$ cat config.mk
export PLATFORM = sky130hd
export DESIGN_NAME = fir_sym_dual
export DESIGN_NICKNAME = d
export VERILOG_FILES = /design/src/rtl/fir_sym_dual.sv
export SDC_FILE = /design/constraint.sdc
export NUM_CORES = 1
export LEC_CHECK = 0
export CORE_MARGIN = 5
export CORE_UTILIZATION = 35
export CTS_BUF_LIST = sky130_fd_sc_hd__clkbuf_16
export CTS_CLUSTER_DIAMETER = 50
export CTS_CLUSTER_SIZE = 14
export DETAILED_ROUTE_END_ITERATION = 8
export SLEW_MARGIN = 20
export SYNTH_ARGS = -nofsm -noshare
export SYNTH_HDL_FRONTEND = slang
export SYNTH_SLANG_ARGS = --single-unit
$ cat constraint.sdc
create_clock -name CLK_Filter -period 27.5 [get_ports CLK_Filter]
set_clock_uncertainty 0.05 [all_clocks]
set_input_delay 4.125 -clock CLK_Filter [delete_from_list [all_inputs] [get_ports CLK_Filter]]
set_output_delay 4.125 -clock CLK_Filter [all_outputs]
set_load 0.005 [all_outputs]
$ cat src/rtl/fir_sym_dual.sv
// Dual-channel (IR/RED) symmetric FIR low-pass sharing one pre-add/multiply/accumulate datapath.
// Each accepted sample costs NTAPS/2 MAC cycles plus one result cycle.
module fir_sym_dual #(
  parameter int unsigned DATA_W = 8,
  parameter int unsigned COEF_W = 8,
  parameter int unsigned NTAPS  = 22,
  parameter int unsigned OUT_W  = 20
) (
  input  logic                       CLK_Filter,
  input  logic                       rst_n,
  input  logic                       in_valid,
  input  logic                       in_ch,
  input  logic [DATA_W-1:0]          in_data,
  output logic                       in_ready,
  input  logic                       flush,
  input  logic                       coef_we,
  input  logic [$clog2(NTAPS/2)-1:0] coef_addr,
  input  logic [COEF_W-1:0]          coef_data,
  output logic                       out_valid,
  output logic                       out_ch,
  output logic [OUT_W-1:0]           out_data
);

  localparam int unsigned H      = NTAPS / 2;
  localparam int unsigned AW     = $clog2(H);
  localparam int unsigned TW     = $clog2(NTAPS);
  localparam int unsigned PRE_W  = DATA_W + 1;
  localparam int unsigned PROD_W = DATA_W + COEF_W + 1;
  localparam int unsigned ACC_W  = PROD_W + AW;
  localparam int unsigned EXT_W  = (ACC_W > OUT_W) ? ACC_W : OUT_W;
  localparam logic [AW-1:0] IDX_LAST = AW'(H - 1);
  localparam logic [AW:0]   H_LIM    = (AW + 1)'(H);

  typedef enum logic [1:0] {StIdle, StMac, StDone} state_e;

  state_e            state_q, state_d;
  logic [DATA_W-1:0] x_q [2][NTAPS];
  logic [COEF_W-1:0] coef_q [H];
  logic [AW-1:0]     idx_q;
  logic [ACC_W-1:0]  acc_q;
  logic              ch_q;
  logic              out_ch_q;
  logic [OUT_W-1:0]  out_data_q;

  logic              accept;
  logic              coef_wr;
  logic              live;
  logic [TW-1:0]     lo_idx, hi_idx;
  logic [PRE_W-1:0]  pre_sum;
  logic [PROD_W-1:0] prod;
  logic [EXT_W-1:0]  acc_ext;
  logic [OUT_W-1:0]  sat_val;

  function automatic logic [COEF_W-1:0] coef_rst(int unsigned i);
    case (i)
      0:       return COEF_W'(2);
      1:       return COEF_W'(10);
      2:       return COEF_W'(16);
      3:       return COEF_W'(28);
      4:       return COEF_W'(43);
      5:       return COEF_W'(60);
      6:       return COEF_W'(78);
      7:       return COEF_W'(95);
      8:       return COEF_W'(111);
      9:       return COEF_W'(122);
      10:      return COEF_W'(128);
      default: return '0;
    endcase
  endfunction

  // Tap idx pairs with its mirror NTAPS-1-idx of the latched channel's line.
  always_comb begin
    lo_idx  = TW'(idx_q);
    hi_idx  = TW'(NTAPS - 1) - lo_idx;
    pre_sum = PRE_W'(x_q[ch_q][lo_idx]) + PRE_W'(x_q[ch_q][hi_idx]);
    prod    = PROD_W'(pre_sum) * PROD_W'(coef_q[idx_q]);
    acc_ext = EXT_W'(acc_q);
    sat_val = (acc_ext > EXT_W'({OUT_W{1'b1}})) ? {OUT_W{1'b1}} : acc_ext[OUT_W-1:0];
  end

  always_comb begin
    state_d  = state_q;
    accept   = 1'b0;
    coef_wr  = 1'b0;
    in_ready = 1'b0;
    unique case (state_q)
      StIdle: begin
        in_ready = 1'b1;
        coef_wr  = coef_we && !flush && ({1'b0, coef_addr} < H_LIM);
        if (in_valid && !flush) begin
          accept  = 1'b1;
          state_d = StMac;
        end
      end
      StMac: begin
        if (idx_q == IDX_LAST) state_d = StDone;
      end
      StDone:  state_d = StIdle;
      default: state_d = StIdle;
    endcase
    if (flush) state_d = StIdle;
  end

  // The result is visible during DONE; a flush or reset in that cycle withdraws it.
  assign live      = (state_q == StDone) && !flush && rst_n;
  assign out_valid = live;
  assign out_ch    = live ? ch_q : out_ch_q;
  assign out_data  = live ? sat_val : out_data_q;

  always_ff @(posedge CLK_Filter) begin
    if (!rst_n) begin
      state_q    <= StIdle;
      idx_q      <= '0;
      acc_q      <= '0;
      ch_q       <= 1'b0;
      out_ch_q   <= 1'b0;
      out_data_q <= '0;
      for (int h = 0; h < H; h++) coef_q[h] <= coef_rst(h);
      for (int c = 0; c < 2; c++) begin
        for (int k = 0; k < NTAPS; k++) x_q[c][k] <= '0;
      end
    end else begin
      state_q <= state_d;
      if (coef_wr) coef_q[coef_addr] <= coef_data;
      if (flush) begin
        acc_q <= '0;
        for (int c = 0; c < 2; c++) begin
          for (int k = 0; k < NTAPS; k++) x_q[c][k] <= '0;
        end
      end else if (accept) begin
        x_q[in_ch][0] <= in_data;
        for (int k = 1; k < NTAPS; k++) x_q[in_ch][k] <= x_q[in_ch][k-1];
        ch_q  <= in_ch;
        acc_q <= '0;
        idx_q <= '0;
      end else if (state_q == StMac) begin
        acc_q <= acc_q + ACC_W'(prod);
        idx_q <= idx_q + AW'(1);
      end else if (state_q == StDone) begin
        out_data_q <= sat_val;
        out_ch_q   <= ch_q;
      end
    end
  end

endmodule

==> impl_metrics.env <==
export IMPL_status="finished clean"
export IMPL_post_dp_cell_area_mm2=0.03022
export IMPL_die_w_um=295.7
export IMPL_synth_area_leader_cell="edfxtp_1"
export IMPL_hold_viol=0
export IMPL_hold_start="out_data_q[2]"
export IMPL_ff2ff_path_depth=29
export IMPL_synth_top_area_share_pct=49.61
export IMPL_endpoint_kind="output pin"
export IMPL_synthFlopType="edfxtp_1"
export IMPL_syn_instance_count=2124
export IMPL_hold_depth=1
export IMPL_grt_overflow_total=0
export IMPL_cts_hold_buf=0
export IMPL_fin_area_mm2=0.03255
export IMPL_finalCritPeriodShare_pct=39.68
export IMPL_ios=49
export IMPL_avgRoutedWirePerCell_um=19.18
export IMPL_rr_endpoint="acc_ext[19]"
export IMPL_setup_viol=0
export IMPL_final_nets=2317
export IMPL_worst_path_most_repeated_cell="clkdlybuf4s50_1"
export IMPL_drc=0
export IMPL_start_util_pct=35.41
export IMPL_routed_wl_um=63110
export IMPL_post_cts_buffers=0
export IMPL_synth_area_mm2=0.02857
export IMPL_async_flop_share_pct=0
export IMPL_fin_util_pct=40.35
export IMPL_antenna_left=0
export IMPL_antenna_found_initial=2
export IMPL_numPortBuffers=48
export IMPL_rsz0062_at_grt="no"
export IMPL_fmax_mhz=91.65
export IMPL_max_stage_delay_ps=640
export IMPL_path_cells="clkdlybuf4s50_1 > buf_4 > nand2b_1 > or2_2 > nor2_1 > a21o_1 > clkdlybuf4s50_1"
export IMPL_path_max_fanout=42
export IMPL_areaGrowthSynthToFinish_pct=13.94
export IMPL_ys_warn_count=0
export IMPL_htreeDepth=3
export IMPL_power_uw=2106
export IMPL_crit_buf_inv=3
export IMPL_final_common_cell="edfxtp_1"
export IMPL_crit_required_ps=23330
export IMPL_reg2reg_slack_ps=17480
export IMPL_cts_made_buffers=67
export IMPL_crit_family="buffers and inverters"
export IMPL_viasPerCell=5.225
export IMPL_maxCapViolations=0
export IMPL_startpoint_type="primary input"
export IMPL_dr_pass1_iters=5
export IMPL_globalplace_congestion=0.8033
export IMPL_rr_startpoint="idx_q[0]"
export IMPL_finalSetupTns_ps=0
export IMPL_rows=104
export IMPL_root_buffer="clkbuf_16"
export IMPL_fp_dieH_um=295.7
export IMPL_worst_ir_drop_vdd_uv=41.62
export IMPL_whs_ps=401.9
export IMPL_tightest_slew_ps=1143
export IMPL_core_area_mm2=0.08068
export IMPL_max_slew_margin_pct=23.82
export IMPL_layout_common_cells="472 x edfxtp_1, 361 x and2_1, 183 x mux4_2"
export IMPL_grt_use_total_pct=14.52
export IMPL_arrival_ps=6740
export IMPL_fp_dieArea_mm2=0.08744
export IMPL_diodes=0
export IMPL_synth_edf_count=472
export IMPL_grt_max_degree=177
export IMPL_ys_seq_area_share_pct=53.95
export IMPL_p_leak_uw=0.01242
export IMPL_grt_pass1_vias=17850
export IMPL_cts_num_sinks=534
export IMPL_critical_path_slowest_cell="or2_2"
export IMPL_synth_cell_types=60
export IMPL_maxSlewViolCount=0
export IMPL_synthTopCellsByArea="edfxtp_1 50%, mux4_2 14%, and2_1 7.9%"
export IMPL_cts_resized=0
export IMPL_path_class="in -> out"
export IMPL_finalCriticalPeriod_ps=10910
export IMPL_hp_class="reg -> reg"
export IMPL_vias=17190
export IMPL_drive_above_1_share_pct=17.03
export IMPL_ys_ff_latch=534
export IMPL_cts_buffer_depth=3
export IMPL_drtIter0Drc=1282
export IMPL_hold_path_end="out_data_q[2]"
export IMPL_p_per_area_mw_per_mm2=64.70
export IMPL_path_clk_slew_ps=50
export IMPL_worstSkewPairLatency_ps=610
export IMPL_post_dp_hpwl_um=39330
export IMPL_cts_tree="yes"
export IMPL_grt_pass1_wl_um=101500
export IMPL_postSynthAreaPerCell_um2=13.45
[flip-flops by register name, summed over array words and instances (netlist names), named ones only]
name        cells
x_q           352
state_q         2
ch_q            1
out_data_q     20
coef_q        128
acc_ext        21
out_ch_q        1
idx_q           4
[worst max-delay path by stage]
stage / from / end / slack [ps] / cells after the start
2_1_floorplan: in_valid / x_q[0][0] / 9930 / 2
3_3_place_gp: rst_n / out_ch / 16610 / 8
3_5_place_dp: rst_n / out_data[10] / 16540 / 7
4_1_cts: rst_n / out_data[10] / 16530 / 7
5_1_grt: rst_n / out_data[10] / 16420 / 7
6_report: rst_n / out_data[10] / 16590 / 7
[metrics by stage]
step	cells	worst slack, ps
after global placement	3169	16610
after detailed placement	3169	16540
final	3291	16590
after floorplan	2163	9932
after CTS	3290	16530
after global routing	3291	16420
[power breakdown]
part | switching [uW] | leakage [uW] | internal [uW]
combinational | 149 | 0.00573 | 111
clock | 365 | 0.00114 | 543
sequential | 20.5 | 0.00555 | 916
total | 535 | 0.0124 | 1570
[per-layer routing]
layer | global-route usage, % | part of all wire [%]
met3 | 2.516 | 5.6
met1 | 20.28 | 44
met5 | 0 | 0.043
met2 | 23.29 | 48
met4 | 4.769 | 2.3
[cell type report]
type	count	area, um^2
Clock buffer	69	1727
Clock inverter	52	579.3
Fill cell	7390	48120
Inverter	127	476.7
Multi-Input combinational cell	1379	12330
Sequential cell	534	15420
Tap cell	1060	1326
Timing Repair Buffer	70	694.4
[cells by family (layout without fill, tap and decap cells)]
kind of cell	Yosys count	in the layout	share of synthesized area [%]
other	1	40	0.01313
DFF	534	534	53.95
muxes	251	251	16.97
xor gates and xnor gates	19	19	0.5824
buffers and inverters	250	318	3.552
AOI/OAI and AO/OA	201	201	4.686
adders and majority gates	112	112	6.429
and+or+nand+nor	756	756	13.82
[synth_stat cells (6+ instances only)]
| master | count |
|---|---|
| a211oi_1 | 15 |
| a21o_1 | 52 |
| a21oi_1 | 44 |
| and2_1 | 361 |
| buf_1 | 20 |
| buf_2 | 16 |
| buf_4 | 7 |
| clkbuf_1 | 76 |
| dfxtp_1 | 62 |
| edfxtp_1 | 472 |
| fa_1 | 58 |
| ha_1 | 54 |
| inv_1 | 125 |
| mux2_2 | 35 |
| mux2i_1 | 32 |
| mux4_2 | 183 |
| nand2_1 | 137 |
| nand2b_1 | 19 |
| nand3_1 | 21 |
| nor2_1 | 165 |
| nor2b_1 | 9 |
| nor3_1 | 7 |
| o211ai_1 | 6 |
| o21ai_0 | 39 |
| o21ai_2 | 6 |
| or2_2 | 15 |
| xnor2_1 | 12 |
| xor2_1 | 7 |
(Power assumes the default switching activity.)
